$ cat src/rtl/uart_pkg.sv
// uart_pkg: shared UART link types and constants for uart_tx and uart_rx
package uart_pkg;
  typedef enum logic [2:0] {IDLE, START, DATA, PARITY, STOP} uart_tx_state_t;
  localparam int UART_DATA_BITS = 8;
endpackage

$ cat src/rtl/uart_baud_gen.sv
// uart_baud_gen: bit-period counter pulsing bit_done on its last count, optionally at half a bit
module uart_baud_gen #(
  parameter int CLKS_PER_BIT = 868,
  parameter bit HALF_BIT = 1'b0
) (
  input  logic clk,
  input  logic rst_n,
  input  logic en,
  input  logic clr,
  output logic bit_done
);
  localparam int W = CLKS_PER_BIT > 1 ? $clog2(CLKS_PER_BIT) : 1;
  localparam int LAST = HALF_BIT ? CLKS_PER_BIT / 2 - 1 : CLKS_PER_BIT - 1;
  logic [W-1:0] cnt;
  assign bit_done = en && cnt == W'(LAST);
  always_ff @(posedge clk)
    if (!rst_n || clr) cnt <= '0;
    else if (en) cnt <= bit_done ? '0 : cnt + 1'b1;
endmodule

$ cat src/rtl/uart_tx.sv
// uart_tx: valid/ready byte in, registered 8-bit frame out with optional even parity and 1 or 2 stop bits
import uart_pkg::*;
module uart_tx #(
  parameter int CLKS_PER_BIT = 868,
  parameter int PARITY_EN = 0,
  parameter int STOP_BITS = 1
) (
  input  logic                      clk,
  input  logic                      rst_n,
  input  logic [UART_DATA_BITS-1:0] tx_data,
  input  logic                      tx_valid,
  output logic                      tx_ready,
  output logic                      tx,
  output logic                      busy
);
  uart_tx_state_t state_q, state_d;
  logic [UART_DATA_BITS-1:0] data_q;
  logic [2:0] idx_q, idx_d;
  logic par_q, stop_q, stop_d, tx_d, bit_done;
  assign tx_ready = state_q == IDLE;
  assign busy = !tx_ready;
  uart_baud_gen #(.CLKS_PER_BIT(CLKS_PER_BIT), .HALF_BIT(1'b0)) u_baud (
    .clk(clk),
    .rst_n(rst_n),
    .en(busy),
    .clr(tx_ready),
    .bit_done(bit_done)
  );
  always_ff @(posedge clk)
    if (!rst_n) begin
      state_q <= IDLE;
      idx_q <= '0;
      stop_q <= 1'b0;
      tx <= 1'b1;
    end else begin
      state_q <= state_d;
      idx_q <= idx_d;
      stop_q <= stop_d;
      tx <= tx_d;
      if (tx_ready && tx_valid) begin
        data_q <= tx_data;
        par_q <= ^tx_data;
      end
    end
  always_comb begin
    state_d = state_q;
    idx_d = idx_q;
    stop_d = stop_q;
    case (state_q)
      IDLE: begin
        idx_d = '0;
        stop_d = 1'b0;
        if (tx_valid) state_d = START;
      end
      START: if (bit_done) state_d = DATA;
      DATA: if (bit_done) begin
        idx_d = idx_q + 3'd1;
        if (idx_q == 3'(UART_DATA_BITS - 1)) state_d = PARITY_EN != 0 ? PARITY : STOP;
      end
      PARITY: if (bit_done) state_d = STOP;
      STOP: if (bit_done) begin
        stop_d = !stop_q;
        if (STOP_BITS == 1 || stop_q) begin
          state_d = IDLE;
          stop_d = 1'b0;
        end
      end
      default: state_d = IDLE;
    endcase
    tx_d = state_d == START ? 1'b0 : state_d == DATA ? data_q[idx_d] : state_d == PARITY ? par_q : 1'b1;
  end
endmodule
$ cat config.mk
export PLATFORM = sky130hd
export DESIGN_NAME = uart_tx
export DESIGN_NICKNAME = d
export VERILOG_FILES = /design/src/rtl/uart_pkg.sv /design/src/rtl/uart_baud_gen.sv /design/src/rtl/uart_tx.sv
export SDC_FILE = /design/constraint.sdc
export NUM_CORES = 1
export LEC_CHECK = 0
export ABC_CLOCK_PERIOD_IN_PS = 1900
export BUFFER_PORTS_ARGS = -buffer_cell sky130_fd_sc_hd__buf_2
export CAP_MARGIN = 20
export CORE_MARGIN = 5
export CORE_UTILIZATION = 54
export CTS_BUF_LIST = sky130_fd_sc_hd__clkbuf_4
export DETAILED_ROUTE_END_ITERATION = 10
export HOLD_SLACK_MARGIN = 0.06
export PLACE_DENSITY = 0.77
export SLEW_MARGIN = 40
export SYNTH_ARGS = -nofsm -noshare
export SYNTH_HDL_FRONTEND = slang
export SYNTH_SLANG_ARGS = --single-unit
$ cat constraint.sdc
create_clock -name clk -period 1.9 [get_ports clk]
set_input_delay 0.38 -clock clk [delete_from_list [all_inputs] [get_ports clk]]
set_output_delay 0.38 -clock clk [all_outputs]
set_load 0.05 [all_outputs]
; ---- Yosys cells after proc, flatten, opt, wreduce, memory -nomap -nowiden
; Index checks and enable logic that the tools add are counted.
[classes]
mux = 15
order_cmp = 1
addsub = 2
n_eq_ne = 9
reduce_logical = 8
[ops]
columns = operator, count
row1 = two-way mux 3 bit, 7
row2 = one-hot mux 3 bit (5 select lines), 1
row3 = == test 3 x 2 -> 1 bit (second input constant), 4
row4 = adder 10 x 1 -> 10 bit (second input constant), 1
row5 = == test 10 bit (second input constant), 1
row6 = two-way mux 10 bit, 1
row7 = parity 8 bit, 1
row8 = == test 3 x 1 -> 1 bit (second input constant), 2
row9 = == test 3 bit (second input constant), 2
row10 = one-hot mux 3 bit (2 select lines), 1
row11 = < comparator 3 x 4 -> 1 bit (second input constant), 1
row12 = two-way mux 1 bit, 4
row13 = adder 3 x 1 -> 3 bit (second input constant), 1
row14 = binary-select mux 1 bit (select 3 bit), 1
row15 = logical NOT 3 bit, 1
row16 = logical AND 1 bit, 2
row17 = logical NOT 1 bit, 2
row18 = AND reduction 2 bit, 1
row19 = logical OR 1 bit, 1
[totals]
in_bits = 11
elab_cells = 41
reg_bits = 26

; ---- Longest topological paths before layout
; Gate-level depths: netlist (run 1).
[depth]
depth_word = 9
mapped_depth = 8
mapped_depth_nobuf = 8

; ---- Cells and area by module
; A second synthesis (run 1) with hierarchy kept.
[unflattened]
hier_cells = 127
area_unflattened_um2 = 1358.8
[modules_own_cells]
columns = mod, area_each_um2, n_inst, seq_area_each_um2, cells_per_inst
row1 = uart_tx, 825.8, 1, 410.4, 71
row2 = uart_baud_gen, 533.0, 1, 200.2, 56

; ---- Least setup slack after synthesis (run 1)
; Ideal clock, no wire load.
[synth_path]
kind = reg-to-reg
startpoint = reg state_q[1]
endpoint = reg u_baud.cnt[9]
path_stages_with_launch = 9
t_required_ns = 1.773
path_slack_ns = -0.407
setup_ns = 0.127
n_path_buf = 2
t_arrival_ns = 2.180
path_cell_list = dfxtp_1 -> buf_6 -> or3_1 -> clkbuf_1 -> inv_1 -> and4bb_2 -> nand4_1 -> xor2_1 -> nor2_1
[synth_via]
elab_chain_len = 4
elab_cells_between_ends = 5
classes_between = 1 x mux / 4 x reduce/logical
[synth_rtl]
columns = element, line_no
row1 = from (decl), uart_tx.sv:16  ; uart_tx_state_t state_q, state_d;
row2 = from (signal assigned), uart_tx.sv:36  ; state_q <= state_d;
row3 = logical NOT 3 bit, uart_tx.sv:20  ; assign tx_ready = state_q == IDLE;
row4 = logical NOT 1 bit, uart_tx.sv:21  ; assign busy = !tx_ready;
row5 = named net busy, uart_tx.sv:14  ; output logic busy
row6 = logical AND 1 bit, uart_baud_gen.sv:15  ; assign bit_done = en && cnt == W'(LAST);
row7 = two-way mux 10 bit, uart_baud_gen.sv:18  ; else if (en) cnt <= bit_done ? '0 : cnt + 1'b1;
row8 = to (signal assigned), uart_baud_gen.sv:18
row9 = to (decl), uart_baud_gen.sv:14  ; logic [W-1:0] cnt;
; The timed path passes the listed nets, and every way through them passes these cells.
; A chain may end at the register's enable or synchronous reset.

; ---- Final worst setup path (run 1)
[layout_path]
startpoint = reg u_baud.cnt[3]
endpoint = reg tx
[layout_via]
elab_chain_len = 8
elab_cells_between_ends = 17
classes_between = 4 x eq/ne / 12 x mux / 1 x reduce/logical
[layout_rtl]
columns = element, line_no
row1 = == test 10 bit *, uart_baud_gen.sv:15
row2 = logical AND 1 bit *, uart_baud_gen.sv:15
row3 = two-way mux 3 bit (on tied branches), n/a
row4 = one-hot mux 3 bit (2 select lines) or one-hot mux 3 bit (5 select lines) (tied branches), uart_tx.sv:49  ; case (state_q)
row5 = binary-select mux 1 bit (select 3 bit) or == test 3 x 2 -> 1 bit (tied branches), uart_tx.sv:70  ; tx_d = state_d == START ? 1'b0 : state_d == DATA ? data_q[idx_d] : state_d == PARITY ? par_q : 1'b1;
row6 = two-way mux 1 bit (not written as such), uart_tx.sv:70
row7 = two-way mux 1 bit, uart_tx.sv:70
row8 = two-way mux 1 bit *, uart_tx.sv:70
row9 = to (signal assigned), uart_tx.sv:39  ; tx <= tx_d;
row10 = to (decl), uart_tx.sv:13  ; output logic tx,
; Mark *: on every way between the ends. The rest lies on a longest branch, timed or not. The select of a mux whose other input is x is not followed.

==> out/metrics.csv, run 1 <==
stage;metric;value;unit
clocking;Worst-Skew Late Latency;330;ps
status;failing checks;negative setup slack;
timing;Final TNS setup;-58.05;ps
critical_path;worst-path maximum fanout;2;
critical_path;Largest delay share family, worst path;compound AO/OA/AOI/OAI gates;
synth;post-synthesis sequential area ratio;0.4656;
cells_and_area;commonest non-fill, non-tap cell in the layout;buf_4;
power_and_ir_drop;power density over cell area;629.6;nW/um^2
routing;First-pass DRT Iterations;4;
clocking;clock sink count;26;
timing;setup ws final;-58.05;ps
power_and_ir_drop;Leakage;0.6878;nW
placement;DP HPWL;1992;um
routing;Antenna Violating Nets Remaining;0;
timing;Final setup viols;1;
routing;DRC violations left;0;
global_route;largest net degree at the start of global routing;16;
timing;Final min period;1958;ps
cells_and_area;fraction of layout cells with a size suffix above 1;0.4512;
global_route;met1 GRT Util;0.2266;
clocking;Root Buffer;clkbuf_4;
floorplan;std cell rows;17;
clocking;H-tree lvl count;1;
clocking;CTS tree;built;
hold_path;Hold Path Class;in2reg;
timing;Slew Limit Headroom;0.7261;
job;max-cap viol count;0;
floorplan;Die Wd;59.28;um
routing;initial DRC count;47;
timing;Worst-Margin Slew;409.7;ps
clocking;clock buffer depth;2;
cells_and_area;Finished Core Util;0.7902;
critical_path;slowest CP cell;or3_4;
global_route;routing usage on met2;0.3245;
clocking;Post-CTS Hold Fix Bufs;0;
global_route;initial antenna violation count;0;
synth;share of synthesized registers carrying an async set or reset;0;
timing;clock skew;11.96;ps
synth;count of unique library cells instantiated by Yosys;42;
floorplan;Initial Util;0.5816;
routing;Post-Route WL;3197;um
global_route;met3 Use GR;0.05011;
global_route;first-pass GRT wire length;4940;um
floorplan;# IOs;14;
global_route;global router's overall resource usage;0.1874;
synth;synth warn;0;
power_and_ir_drop;maximum vdd drop;755.5;uV
cells_and_area;most frequent cells in the layout;buf_4, nor2_1, buf_2, dfxtp_1, edfxtp_1;
clocking;clk slew on worst S/H paths;150;ps
timing;RSZ-0062 raised after global routing;yes;
synth;Synth Register Bits;26;
synth;syn_area_per_cell;10.57;um^2
timing;period utilization;1.031;
critical_path;crit path buf inv count;1;
global_route;vias in the first global route;1050;
cells_and_area;Layout area overhead;35.88;%
routing;drt via density;5.870;
critical_path;CP arrival;2190;ps
critical_path;CP max stage delay;400;ps
status;status;finished, violations left;
global_route;GR peak layer;met2;
synth;Post-synth EDFFs;9;
synth;ys flop type;dfxtp_1;
cells_and_area;number of diodes;0;
timing;hold violation count in the final report;0;
critical_path;Worst Path Required;2140;ps
cells_and_area;fin nets;179;
routing;WL per Instance;16.65;um
critical_path;Worst Setup Path Type;reg2reg;
critical_path;CP Launch Type;flip-flop;
floorplan;core box area;2255;um^2
critical_path;crit-path cells;or3_4, o311ai_4, buf_4, a31oi_1, a211o_1, a21o_1, a31o_1;
critical_path;crit end category;flip-flop;
floorplan;Die Height;59.28;um
timing;Final Max Tran Viols;0;
routing;total vias in the final route;1127;
synth;Post-Syn Area;1311;um^2
timing;maximum clock rate;0.5107;GHz
placement;placer congestion estimate;0.8633;
floorplan;Die Area;3514;um^2
synth;Mapped Cells;124;
clocking;CTS Buf Count;3;
placement;count of buffers from port buffering;13;
synth;syn_nets;138;
global_route;Congestion Overflow GR;0;
placement;Place WS;-89.22;ps
-- area by class of cell --
| type | count | area, um^2 |
|---|---|---|
| clock inverter | 1 | 30.03 |
| fill | 133 | 473.0 |
| inverter | 4 | 18.77 |
| tap | 28 | 35.03 |
| clock buffer | 3 | 22.52 |
| multi-input combinational | 90 | 764.5 |
| timing repair buffer | 40 | 289.0 |
| sequential | 26 | 621.8 |
-- power breakdown --
group,switching [W],leakage (nW),internal [W]
clock,0.000172,0.0279,0.000213
combinational,0.0000785,0.435,0.0000582
sequential,0.00000586,0.225,0.000594
total,0.000257,0.688,0.000865
-- per-layer routing --
| layer | wire length, um | share of wire |
|---|---|---|
| met4 | 59 | 0.018 |
| met2 | 1687 | 0.53 |
| met3 | 160 | 0.050 |
| met5 | 0 | 0 |
| met1 | 1290 | 0.40 |
-- stage by stage --
| step | hold slack (ps) | power, W | area [um^2] | std cells |
|---|---|---|---|---|
| CTS | 239.2 | 0.001120 | 1677 | 185 |
| finish | 246.9 | 0.001122 | 1782 | 192 |
| global placement | 497.3 | 0.0007248 | 1510 | 178 |
| detailed placement | 512.8 | 0.0007282 | 1510 | 178 |
| floorplan | 417.6 | 0.0006914 | 1320 | 124 |
| global route | 230.9 | 0.001156 | 1782 | 192 |
-- path summary, 6_finish.rpt --
| kind | from | end | slack (ps) | cells after the start |
|---|---|---|---|---|
| max | u_baud.cnt[3] | tx | -60 | 7 |
| min | tx_data[2] | data_q[2] | 250 | 1 |
| max reg2reg | u_baud.cnt[3] | tx | -60 | 7 |
| min reg2reg | u_baud.cnt[0] | u_baud.cnt[0] | 530 | 2 |
-- flip-flops by register name, indices dropped and copies added, names as in the netlist --
register,cells
data_q,8
idx_q,3
par_q,1
state_q,3
tx,1
u_baud.cnt,10
-- kinds of logic after synthesis --
group,count (synthesis),share of synthesized area
AOI/OAI and AO/OA,16,0.1050
xor gates and xnor gates,15,0.1002
adders and majority gates,3,0.02863
buffers and inverters,8,0.03721
DFF,26,0.4657
muxes,3,0.02385
and+or+nand+nor,53,0.2395
-- cells in the mapped netlist, types with 3 or more instances --
library cell / count / area [um^2]
dfxtp_1: 17 / 340.3
nor2_1: 14 / 52.55
inv_1: 4 / 15.01
nand3_1: 5 / 25.02
nand2_1: 6 / 22.52
a31oi_1: 3 / 18.77
nand4_1: 6 / 37.54
ha_1: 3 / 37.54
edfxtp_1: 9 / 270.3
and2_1: 5 / 31.28
xnor2_1: 8 / 70.07
xor2_1: 7 / 61.31
-- repair_timing --
| item | 4_1_cts | 5_1_grt |
|---|---|---|
| setup buffers | 3 | 7 |
| gates resized for setup | 22 | 12 |
| pin swaps | 14 | 10 |
| endpoints found under the setup margin | 3 | 5 |
No activity file was read; power rests on OpenSTA's default activity.
==> run 2, diff against run 1 <==
--- a/config.mk
+++ b/config.mk
@@ -14,6 +14,7 @@
 export DETAILED_ROUTE_END_ITERATION = 10
 export HOLD_SLACK_MARGIN = 0.06
 export PLACE_DENSITY = 0.77
+export REMOVE_ABC_BUFFERS = 1
 export SLEW_MARGIN = 40
 export SYNTH_ARGS = -nofsm -noshare
 export SYNTH_HDL_FRONTEND = slang
==> out/metrics.csv, run 2 (synthesis gave the netlist of run 1 again) <==
stage;metric;value;unit;change
status;status;finished, violations left;;unchanged
status;failing checks;negative setup slack;;unchanged
timing;hold_ws;254.0;ps;was 246.9 ps
floorplan;Initial Util;0.5816;;unchanged
placement;Inst Count DP;182;;was 178
critical_path;Worst Path Required;2130;ps;was 2140 ps
power_and_ir_drop;maximum vdd drop;541.0;uV;was 755.5 uV
critical_path;CP Launch Type;flip-flop;;unchanged
floorplan;core box area;2255;um^2;unchanged
clocking;Worst-Skew Late Latency;320;ps;was 330 ps
global_route;global router's overall resource usage;0.1889;;was 0.1874
clocking;CTS tree;built;;unchanged
routing;initial DRC count;17;;was 47
cells_and_area;fin nets;175;;was 179
timing;period utilization;1.035;;was 1.031
clocking;CTS Buf Count;3;;unchanged
critical_path;crit end category;flip-flop;;unchanged
global_route;largest net degree at the start of global routing;16;;unchanged
critical_path;worst-path maximum fanout;4;;was 2
cells_and_area;Fillers;159;;was 133
cells_and_area;fraction of layout cells with a size suffix above 1;0.4250;;was 0.4512
global_route;first-pass GRT wire length;5030;um;was 4940 um
timing;Final TNS setup;-65.95;ps;was -58.05 ps
timing;Slew Limit Headroom;0.7256;;was 0.7261
routing;Post-Route WL;3049;um;was 3197 um
timing;hold violation count in the final report;0;;unchanged
timing;Final min period;1966;ps;was 1958 ps
placement;DP HPWL;2184;um;was 1992 um
floorplan;Die Height;59.28;um;unchanged
cells_and_area;register with the most flip-flops;u_baud.cnt;;unchanged
cells_and_area;number of diodes;0;;unchanged
power_and_ir_drop;Leakage;0.6592;nW;was 0.6878 nW
floorplan;std cell rows;17;;unchanged
clocking;H-tree lvl count;1;;unchanged
floorplan;# IOs;14;;unchanged
cells_and_area;Final Non-Filler Cells;188;;was 192
timing;clock skew;3.760;ps;was 11.96 ps
critical_path;CP arrival;2190;ps;about the same
clocking;Post-CTS Hold Fix Bufs;0;;unchanged
routing;total vias in the final route;1107;;was 1127
clocking;clock buffer depth;2;;unchanged
clocking;clock sink count;26;;unchanged
clocking;clk slew on worst S/H paths;140;ps;was 150 ps
timing;Worst-Margin Slew;410.5;ps;was 409.7 ps
hold_path;Hold Path Class;in2reg;;unchanged
floorplan;Die Wd;59.28;um;unchanged
cells_and_area;largest registers;u_baud.cnt (10), data_q (8);;unchanged
placement;placer congestion estimate;0.8103;;was 0.8633
timing;Final Max Tran Viols;0;;unchanged
timing;Final setup viols;1;;unchanged
global_route;vias in the first global route;1157;;was 1050
clocking;Root Buffer;clkbuf_4;;unchanged
routing;First-pass DRT Iterations;4;;unchanged
routing;drt via density;5.888;;was 5.870
routing;WL per Instance;16.22;um;was 16.65 um
routing;DRC violations left;0;;unchanged
cells_and_area;most frequent cells in the layout;buf_4, nor2_1, buf_2, edfxtp_1, dfxtp_1;;was buf_4, nor2_1, buf_2, dfxtp_1, edfxtp_1
cells_and_area;max reg flops;10;;unchanged
job;max-cap viol count;0;;unchanged
timing;RSZ-0062 raised after global routing;yes;;unchanged
timing;setup ws final;-65.95;ps;was -58.05 ps
global_route;Congestion Overflow GR;0;;unchanged
routing;Antenna Violating Nets Remaining;0;;unchanged
cells_and_area;commonest non-fill, non-tap cell in the layout;buf_4;;unchanged
timing;maximum clock rate;0.5087;GHz;was 0.5107 GHz
placement;count of buffers from port buffering;13;;unchanged
global_route;initial antenna violation count;0;;unchanged
cells_and_area;Layout area overhead;31.30;%;was 35.88%
critical_path;Worst Setup Path Type;reg2reg;;unchanged
floorplan;Die Area;3514;um^2;unchanged
power_and_ir_drop;power density over cell area;639.3;nW/um^2;was 629.6 nW/um^2
==> run 2: cell count changes in the layout (fill, tap and decap cells not counted), moves of 2 or more <==
cell | previous run | this run
a21oi_1 | 0 | 2
a21oi_2 | 2 | 0
buf_4 | 24 | 22
buf_6 | 3 | 1
dfxtp_2 | 6 | 8
==> run 2: per-layer routing <==
metal	wire, um	global-route usage	vias to the layer above
li1	-	-	528
met1	1300	0.2186	539
met2	1578	0.3323	30
met3	81	0.02832	10
met4	89	0.09709	0
met5	0	0	-
==> run 2: final cells by class <==
type                    count  area [um^2]  share of cell area
clock inverters             1        30.03             0.01744
multi-input cells          90        742.0              0.4310
repair buffers             36        256.5              0.1490
well taps                  28        35.03             0.02035
inverters                   4        15.01            0.008721
clock buffers               3        22.52             0.01308
flip-flops and latches     26        620.6              0.3605
==> run 2: per-stage QoR <==
step | setup slack (ps) | utilization | total power [W] | instance area [um^2]
floorplan | -278.1 | - | 0.0006873 | 1277
global placement | -57.48 | 0.6865 | 0.0007292 | 1548
detailed placement | -105.7 | 0.6865 | 0.0007325 | 1548
CTS | -44.60 | 0.7342 | 0.001107 | 1655
global route | -151.8 | 0.7636 | 0.001156 | 1722
finish | -65.95 | 0.7636 | 0.001101 | 1722
==> run 2: final timing paths <==
path | startpoint | to | slack [ps] | cells past startpoint
worst max register to register | u_baud.cnt[1] | tx | -70 | 8
worst max-delay path | u_baud.cnt[1] | tx | -70 | 8
worst min register to register | u_baud.cnt[0] | u_baud.cnt[0] | 530 | 2
worst min-delay path | tx_data[2] | data_q[2] | 250 | 1
==> run 2: worst max-delay path, cell delays in order (launching register included) <==
cell	delay, ps
dfxtp_2	360
ha_4	170
and4b_2	260
buf_4	150
nand4_1	90
o211ai_1	170
a211o_1	300
a21o_1	170
a31o_1	200
==> run 2: what timing repair did <==
item | CTS | global route
hold endpoints to repair | 0 | 0
pin swaps | 10 | 11
endpoints found under the setup margin | 2 | 2
resized for setup | 12 | 15
setup buffers | 2 | 0
==> run 2: power breakdown <==
group / internal, W / switching (W) / leakage (nW) / total, W
combinational: 0.0000552 / 0.0000682 / 0.406 / 0.000123
clock: 0.000213 / 0.000159 / 0.0279 / 0.000372
sequential: 0.000595 / 0.0000100 / 0.225 / 0.000605
==> run 3, diff against run 2 <==
--- a/config.mk
+++ b/config.mk
@@ -5,6 +5,7 @@
 export SDC_FILE = /design/constraint.sdc
 export NUM_CORES = 1
 export LEC_CHECK = 0
+export ABC_AREA = 1
 export ABC_CLOCK_PERIOD_IN_PS = 1900
 export BUFFER_PORTS_ARGS = -buffer_cell sky130_fd_sc_hd__buf_2
 export CAP_MARGIN = 20
==> out/metrics.csv, run 3 <==
stage;metric;value;unit;change
status;status;complete, no violations;;was finished, violations left
synth;Synth Register Bits;26;;unchanged
power_and_ir_drop;maximum vdd drop;437.2;uV;was 541.0 uV
clocking;H-tree lvl count;1;;unchanged
job;max-cap viol count;0;;unchanged
routing;DRC violations left;0;;unchanged
routing;drt via density;5.330;;was 5.888
critical_path;CP Launch Type;flip-flop;;unchanged
cells_and_area;fin nets;197;;was 175
routing;WL per Instance;12.15;um;was 16.22 um
placement;placer congestion estimate;0.8002;;was 0.8103
synth;post-synthesis sequential area ratio;0.4361;;was 0.4656
global_route;Congestion Overflow GR;0;;unchanged
placement;count of buffers from port buffering;13;;unchanged
synth;synth warn;0;;unchanged
routing;initial DRC count;62;;was 17
clocking;CTS tree;built;;unchanged
synth;share of synthesized registers carrying an async set or reset;0;;unchanged
critical_path;CP max stage delay;440;ps;was 360 ps
cells_and_area;number of diodes;0;;unchanged
synth;syn_area_per_cell;8.537;um^2;was 10.57 um^2
critical_path;CP arrival;1970;ps;was 2190 ps
floorplan;Die Height;60.92;um;was 59.28 um
floorplan;core box area;2477;um^2;was 2255 um^2
timing;setup ws final;163.1;ps;was -65.95 ps
synth;Post-Syn Area;1400;um^2;was 1311 um^2
timing;Final min period;1737;ps;was 1966 ps
synth;post-synth top area share;0.2431;;was 0.2595
timing;Worst-Margin Slew;421.9;ps;was 410.5 ps
synth;largest area contributor in the netlist;dfxtp_1;;unchanged
global_route;initial antenna violation count;0;;unchanged
clocking;clock sink count;26;;unchanged
cells_and_area;most frequent cells in the layout;nand2_1, inv_1, nor2_1, dfxtp_1, buf_2;;was buf_4, nor2_1, buf_2, edfxtp_1, dfxtp_1
clocking;Root Buffer;clkbuf_4;;unchanged
clocking;CTS Buf Count;3;;unchanged
timing;Final setup viols;0;;was 1
synth;ys flop type;dfxtp_1;;unchanged
clocking;clk slew on worst S/H paths;140;ps;about the same
cells_and_area;largest registers;u_baud.cnt (10), data_q (8);;unchanged
critical_path;Worst Path Required;2130;ps;about the same
synth;Mapped Cells;164;;was 124
global_route;largest net degree at the start of global routing;15;;was 16
critical_path;Largest delay share family, worst path;simple AND/OR/NAND/NOR gates;;was compound AO/OA/AOI/OAI gates
floorplan;Initial Util;0.5652;;was 0.5816
power_and_ir_drop;power density over cell area;621.5;nW/um^2;was 639.3 nW/um^2
clocking;clock buffer depth;2;;unchanged
clocking;Post-CTS Hold Fix Bufs;0;;unchanged
global_route;first-pass GRT wire length;4429;um;was 5030 um
cells_and_area;register with the most flip-flops;u_baud.cnt;;unchanged
synth;largest cells by area after synthesis;dfxtp_1, edfxtp_1, nand2_1;;was dfxtp_1, edfxtp_1, xnor2_1
cells_and_area;commonest non-fill, non-tap cell in the layout;nand2_1;;was buf_4
timing;Final Max Tran Viols;0;;unchanged
timing;maximum clock rate;0.5757;GHz;was 0.5087 GHz
global_route;global router's overall resource usage;0.1610;;was 0.1889
routing;total vias in the final route;1130;;was 1107
cells_and_area;Layout area overhead;10.10;%;was 31.30%
hold_path;Hold Path Class;in2reg;;unchanged
clocking;Worst-Skew Late Latency;320;ps;about the same
synth;Post-synth EDFFs;9;;unchanged
synth;count leader, synth;nand2_1;;was dfxtp_1
floorplan;Die Area;3711;um^2;was 3514 um^2
routing;First-pass DRT Iterations;4;;unchanged
timing;RSZ-0062 raised after global routing;no;;was yes
timing;Final TNS setup;0;ps;was -65.95 ps
critical_path;crit end category;flip-flop;;unchanged
floorplan;std cell rows;18;;was 17
placement;Place WS;148.5;ps;was -105.7 ps
timing;Slew Limit Headroom;0.7164;;was 0.7256
cells_and_area;max reg flops;10;;unchanged
critical_path;slowest CP cell;nor4_2;;was dfxtp_2
floorplan;# IOs;14;;unchanged
cells_and_area;fraction of layout cells with a size suffix above 1;0.2308;;was 0.4250
critical_path;crit path buf inv count;0;;was 1
critical_path;CP most frequent cell;nand2_1;;
timing;hold violation count in the final report;0;;unchanged
timing;period utilization;0.9141;;was 1.035
cells_and_area;Finished Core Util;0.6222;;was 0.7636
critical_path;crit-path cells;ha_1, nand2_2, nor4_2, nand2_1, nand4_1, nand2_1, a21oi_1, nand2_1;;was ha_4, and4b_2, buf_4, nand4_1, o211ai_1, a211o_1, a21o_1, a31o_1
floorplan;Die Wd;60.92;um;was 59.28 um
timing;clock skew;5.195;ps;was 3.760 ps
critical_path;worst-path maximum fanout;3;;was 4
power_and_ir_drop;Leakage;0.6478;nW;was 0.6592 nW
routing;Post-Route WL;2576;um;was 3049 um
routing;Antenna Violating Nets Remaining;0;;unchanged
critical_path;Worst Setup Path Type;reg2reg;;unchanged
synth;most frequent cells after synthesis;nand2_1, inv_1, dfxtp_1, nor2_1;;was dfxtp_1, nor2_1, edfxtp_1
placement;DP HPWL;2020;um;was 2184 um
synth;count of unique library cells instantiated by Yosys;31;;was 42
global_route;vias in the first global route;1056;;was 1157
-- run 3: through the flow --
stage,power [W],hold slack (ps),cell area (um^2),instances
3_3_place_gp,0.0007234,430.5,1499,207
6_report,0.0009580,248.3,1541,212
5_1_grt,0.001005,220.9,1541,212
3_5_place_dp,0.0007264,438.6,1499,207
2_1_floorplan,0.0006921,417.6,1389,163
4_1_cts,0.0009577,246.3,1530,211
-- run 3: worst paths after layout --
path / from / cells past startpoint / to / slack (ps)
min: tx_data[5] / 1 / data_q[5] / 250
max: u_baud.cnt[0] / 8 / tx / 160
max reg2reg: u_baud.cnt[0] / 8 / tx / 160
min reg2reg: u_baud.cnt[0] / 1 / u_baud.cnt[0] / 460
-- run 3: final cells by class --
cell class	instances	area, um^2
fill	223	935.9
clock buffer	3	22.52
inverter	25	93.84
clock inverter	1	3.754
sequential	26	610.6
tap	30	37.54
multi-input combinational	112	693.2
timing repair buffer	15	80.08
-- run 3: metal layers --
metal	vias to the layer above	part of all wire	GRT usage	routed length, um
met1	512	0.44	0.2100	1135
met2	33	0.49	0.2702	1256
li1	580	-	-	-
met4	0	0.016	0.06502	41
met5	-	0	0	0
met3	5	0.055	0.01915	142
-- run 3: where the power goes --
group	internal, W	switching, W
clock	0.0000770	0.000164
combinational	0.0000418	0.0000734
sequential	0.000594	0.00000760
-- run 3: cell families (layout without fill, tap and decap cells) --
family,after synthesis,after routing,synth area share
AND/OR/NAND/NOR,89,89,0.3637
buffers and inverters,26,44,0.07507
AO/OA/AOI/OAI,12,12,0.04826
XOR/XNOR,8,8,0.05005
adder cells (fa/ha/maj),3,3,0.02681
flip-flops,26,26,0.4361
-- run 3: worst register-to-register path, delay by kind of cell (launching register included) --
kind / cells / cell delay [ps]
AND/OR/NAND/NOR: 6 / 920
adder cells (fa/ha/maj): 1 / 190
flip-flops: 1 / 380
AO/OA/AOI/OAI: 1 / 150
-- run 3: what timing repair did --
item	CTS	global route
pin swaps	0	2
buffers inserted	0	1
setup endpoints to repair	1	2
gates resized for setup	1	1
endpoints found under the hold margin	0	0
